===== src/rtl/arb_pkg.sv =====
// Shared constants, state encoding and pointer helper for the round-robin encoder arbiter.
package arb_pkg;

    localparam int unsigned ARB_N        = 4;
    localparam int unsigned ARB_IDXW     = $clog2(ARB_N);
    localparam int unsigned ARB_MAX_HOLD = 16;

    typedef logic [0:0] arb_state_t;

    localparam arb_state_t IDLE  = 1'b0;
    localparam arb_state_t GRANT = 1'b1;

    // Priority pointer advance with wrap-around at n.
    function automatic int unsigned next_ptr(input int unsigned idx, input int unsigned n);
        return (idx + 1 >= n) ? 0 : idx + 1;
    endfunction

endpackage


===== src/rtl/onehot_encoder.sv =====
// Combinational one-hot to binary index encoder; all-zero input encodes to 0.
module onehot_encoder #(
    parameter int unsigned N    = 4,
    parameter int unsigned IDXW = $clog2(N)
) (
    input  logic [N-1:0]    onehot_i,
    output logic [IDXW-1:0] idx_o
);

    always_comb begin
        idx_o = '0;
        for (int i = 0; i < N; i++) begin
            if (onehot_i[i]) begin
                idx_o = idx_o | IDXW'(i);
            end
        end
    end

endmodule


===== src/rtl/rr_encoder_arbiter.sv =====
// Round-robin arbiter with held grants and a registered binary grant index.
// Define ARB_TIMEOUT_EN to force a release after MAX_HOLD grant cycles.
module rr_encoder_arbiter
    import arb_pkg::*;
#(
    parameter int unsigned N        = ARB_N,
    parameter int unsigned IDXW     = $clog2(N),
    parameter int unsigned MAX_HOLD = ARB_MAX_HOLD
) (
    input  logic            clk,
    input  logic            reset,
    input  logic [N-1:0]    req,
    input  logic            done,
    output logic [N-1:0]    grant,
    output logic [IDXW-1:0] grant_idx,
    output logic            grant_valid,
    output logic            timeout
);

    if (N < 2 || MAX_HOLD < 2) begin : g_bad_param
        $error("rr_encoder_arbiter: N and MAX_HOLD must both be at least 2");
    end

    arb_state_t      state_q, state_d;
    logic [N-1:0]    grant_q, grant_d;
    logic [IDXW-1:0] grant_idx_q, grant_idx_d;
    logic [IDXW-1:0] ptr_q, ptr_d;
    logic [N-1:0]    sel_onehot;
    logic            rel_normal;
    logic            rel_forced;

    // First set request at or cyclically after the priority pointer.
    always_comb begin
        logic found;
        int unsigned cand;
        sel_onehot = '0;
        found      = 1'b0;
        for (int k = 0; k < N; k++) begin
            cand = (int'(ptr_q) + k) % N;
            if (!found && req[cand]) begin
                sel_onehot[cand] = 1'b1;
                found            = 1'b1;
            end
        end
    end

    onehot_encoder #(
        .N    (N),
        .IDXW (IDXW)
    ) u_encoder (
        .onehot_i (grant_d),
        .idx_o    (grant_idx_d)
    );

`ifdef ARB_TIMEOUT_EN
    localparam int unsigned HOLD_W = $clog2(MAX_HOLD + 1);

    logic [HOLD_W-1:0] hold_q, hold_d;
    logic              timeout_q, timeout_d;

    // The grant has been visible for hold_q+1 cycles in the current GRANT cycle.
    assign rel_forced = (state_q == GRANT) && !rel_normal && (hold_q == HOLD_W'(MAX_HOLD - 1));

    always_comb begin
        hold_d    = hold_q;
        timeout_d = 1'b0;
        if (state_q == IDLE) begin
            hold_d = '0;
        end else begin
            hold_d    = hold_q + 1'b1;
            timeout_d = rel_forced;
        end
    end

    always_ff @(posedge clk) begin
        if (reset) begin
            hold_q    <= '0;
            timeout_q <= 1'b0;
        end else begin
            hold_q    <= hold_d;
            timeout_q <= timeout_d;
        end
    end

    assign timeout = timeout_q;
`else
    assign rel_forced = 1'b0;
    assign timeout    = 1'b0;
`endif

    assign rel_normal = (state_q == GRANT) && (done || !req[grant_idx_q]);

    always_comb begin
        state_d = state_q;
        grant_d = grant_q;
        ptr_d   = ptr_q;
        case (state_q)
            IDLE: begin
                if (|req) begin
                    grant_d = sel_onehot;
                    state_d = GRANT;
                end
            end
            GRANT: begin
                if (rel_normal || rel_forced) begin
                    grant_d = '0;
                    state_d = IDLE;
                    ptr_d   = IDXW'(next_ptr(int'(grant_idx_q), N));
                end
            end
            default: begin
                grant_d = '0;
                state_d = IDLE;
            end
        endcase
    end

    always_ff @(posedge clk) begin
        if (reset) begin
            state_q     <= IDLE;
            grant_q     <= '0;
            grant_idx_q <= '0;
            ptr_q       <= '0;
        end else begin
            state_q     <= state_d;
            grant_q     <= grant_d;
            grant_idx_q <= grant_idx_d;
            ptr_q       <= ptr_d;
        end
    end

    assign grant       = grant_q;
    assign grant_idx   = grant_idx_q;
    assign grant_valid = |grant_q;

endmodule

===== config.mk =====
export PLATFORM = sky130hd
export DESIGN_NAME = rr_encoder_arbiter
export DESIGN_NICKNAME = d
export VERILOG_FILES = /design/src/rtl/arb_pkg.sv /design/src/rtl/onehot_encoder.sv /design/src/rtl/rr_encoder_arbiter.sv
export SDC_FILE = /design/constraint.sdc
export NUM_CORES = 1
export LEC_CHECK = 0
export CORE_UTILIZATION = 45
export CTS_BUF_LIST = sky130_fd_sc_hd__clkbuf_2
export CTS_CLUSTER_DIAMETER = 150
export DETAILED_ROUTE_END_ITERATION = 8
export PLACE_DENSITY_LB_ADDON = 0.15
export SLEW_MARGIN = 20
export SYNTH_ARGS = -nofsm -noshare
export SYNTH_HDL_FRONTEND = slang
export SYNTH_HIERARCHICAL = 1
export SYNTH_SLANG_ARGS = --single-unit

===== constraint.sdc =====
create_clock -name clk -period 2.7 [get_ports clk]
set_clock_uncertainty 0.1 [all_clocks]
set_input_delay 0.405 -clock clk [delete_from_list [all_inputs] [get_ports clk]]
set_output_delay 0.405 -clock clk [all_outputs]
set_load 0.02 [all_outputs]

==> results of run 1 <==
==> state kept, by name, summed over array words and instances, names as in the netlist <==
signal / count
state_q: 1
grant_idx: 2
ptr_q: 2
grant: 4
==> layer usage <==
layer | share of wire | GRT usage | vias to the layer above | wire length (µm)
met2 | 0.47 | 0.3294 | 25 | 824
met4 | 0.018 | 0.06061 | 0 | 31
met1 | 0.45 | 0.2687 | 341 | 782
li1 | - | - | 337 | -
met3 | 0.056 | 0.07347 | 5 | 97
met5 | 0 | 0 | - | 0
==> through the flow <==
| stage | cells | setup WS, ps |
|---|---|---|
| 2_1_floorplan | 80 | 409.6 |
| 3_3_place_gp | 107 | 90.13 |
| 3_5_place_dp | 107 | 55.76 |
| 4_1_cts | 111 | 322.1 |
| 5_1_grt | 111 | 196.8 |
| 6_report | 111 | 299.6 |
==> cells in the final DEF (no fill, tap or decap), types with 2 or more instances in the layout <==
cell	instances
mux2i_1	2
ha_1	7
a22o_1	2
a32oi_1	2
nor2b_1	3
a211oi_1	4
nor2_1	5
nand3_1	2
inv_1	6
mux4_2	4
buf_4	3
a21oi_1	9
or2_1	2
clkdlybuf4s50_1	13
dfxtp_1	9
clkbuf_2	4
nand3b_1	2
==> worst min path at each step <==
| stage | from | endpoint | slack, ps |
|---|---|---|---|
| after floorplan | state_q | state_q | 390 |
| final | state_q | state_q | 450 |
| after detailed placement | state_q | state_q | 440 |
| after global routing | state_q | state_q | 500 |
| after global placement | state_q | state_q | 420 |
| after CTS | state_q | state_q | 450 |
==> cell type report <==
class,instances,share of cell area
multi-input combinational,60,0.5842
sequential,9,0.1895
timing repair buffer,16,0.1605
inverter,6,0.02368
clock buffer,4,0.02105
tap,16,0.02105
==> report_power, final <==
group	internal [µW]	switching (µW)	leakage, µW	total (µW)
Sequential	155	22.2	0.0000741	177
Combinational	151	156	0.000297	307
Clock	39.4	50.3	0.0000166	89.6
Total	345	229	0.000388	574
==> worst max-delay path, cell delays in order <==
cell             delay (ps)
clkdlybuf4s50_1         490
mux4_2                  610
nor2b_1                 190
a22oi_1                 250
a31oi_1                 140
or2_1                   220
nor2b_1                 120
==> results_dict.tcl, run 1 <==
set metrics [dict create \
    maxCapViolCount 0 \
    die_y_um 44.05 \
    drc_errors 0 \
    overflow 0 \
    max_freq_ghz 0.4166 \
    syn_inst 80 \
    cts_resized 0 \
    ff_latch_area_um2 180.2 \
    multiInputGateArea_um2 555.5 \
    status "finished, final reports clean" \
    critPathLaunchType "primary input" \
    cp-end-kind "flop" \
    r2r_slack_ps 390 \
    drt_wl_total_um 1735 \
    n_fill_cell 137 \
    die-area_um2 1940 \
    dp_hpwl_um 1350 \
    initial_core_util 0.5048 \
    io_buffers 13 \
    final_layout_size_suffix_gt1_frac 0.1684 \
    r2r-end "grant_idx[1]" \
    cp_data_required_time_ps 2740 \
    worstSetupStartpoint "req[1]" \
    vias_per_cell 6.378 \
    num-nets-final 110 \
    dr.pass1.iters 6 \
    critPathKind "in -> reg" \
    fp.coreArea_um2 1577 \
    drtIter0Drc 35 \
    rows 14 \
    grt_max_degree 11 \
    clkSinkCount 9 \
    period_needed_ps 2400 \
    htree_levels 1 \
    whs_ps 452.4 \
    die_w_um 44.05 \
    min_path_type "reg -> reg" \
    cts_tree "yes" \
    grtUsageTotal 0.2082 \
    placed_area_um2 930.9 \
    path_clk_slew_ps 100 \
    cts_buffers 3 \
    finalHoldViolations 0 \
    cts-root-buf "clkbuf_2" \
    holdBufCountCts 0 \
    grt_pass1_vias 654 \
    drv_slew 0 \
    rsz0062_at_grt "false" \
    antenna_left 0 \
    clock_latency_ps 260 \
    finalSetupTns_ps 0 \
    syn_avg_cell_area_um2 9.947 \
    gp_congestion 0.8326 \
    power_density_nw_per_um2 603.1 \
    fin_area_um2 950.9 \
    p_total_uw 573.5 \
    r2r_cells 7 \
    syn_area_um2 795.8 \
    synthesis.nets 94 \
    ios 15 \
    vdd_ir_drop_max_mv 0.3075 \
    vias 708 \
    post-route-period-util 0.8890 \
    grt_pass1_wl_um 2939 \
    holdPathStages 2 \
    ys_warn_count 6 \
    critPathCapture "grant_idx[1]" \
    antenna_found_initial 0 \
    wl_per_cell_um 15.63 \
    leakagePower_uw 0.0003876 \
    setup-violations-final 0 \
    utilization 0.6032 \
    worstPathMaxFanout 8 \
    arrival_ps 2440 \
    syn2layout_area_growth_pct 19.50 \
    clockBufferDepth 2 \
    post_cts_buffers 0 \
    r2r_start "ptr_q[0]" \
    diodes 0 \
]
Note: power is estimated with default switching activity, not from simulation.
==> inputs of run 2 (changes only) <==
- SLEW_MARGIN: 20 -> 10
==> results of run 2 <==
The final DEF is identical to that of run 1; final timing and power are the same.
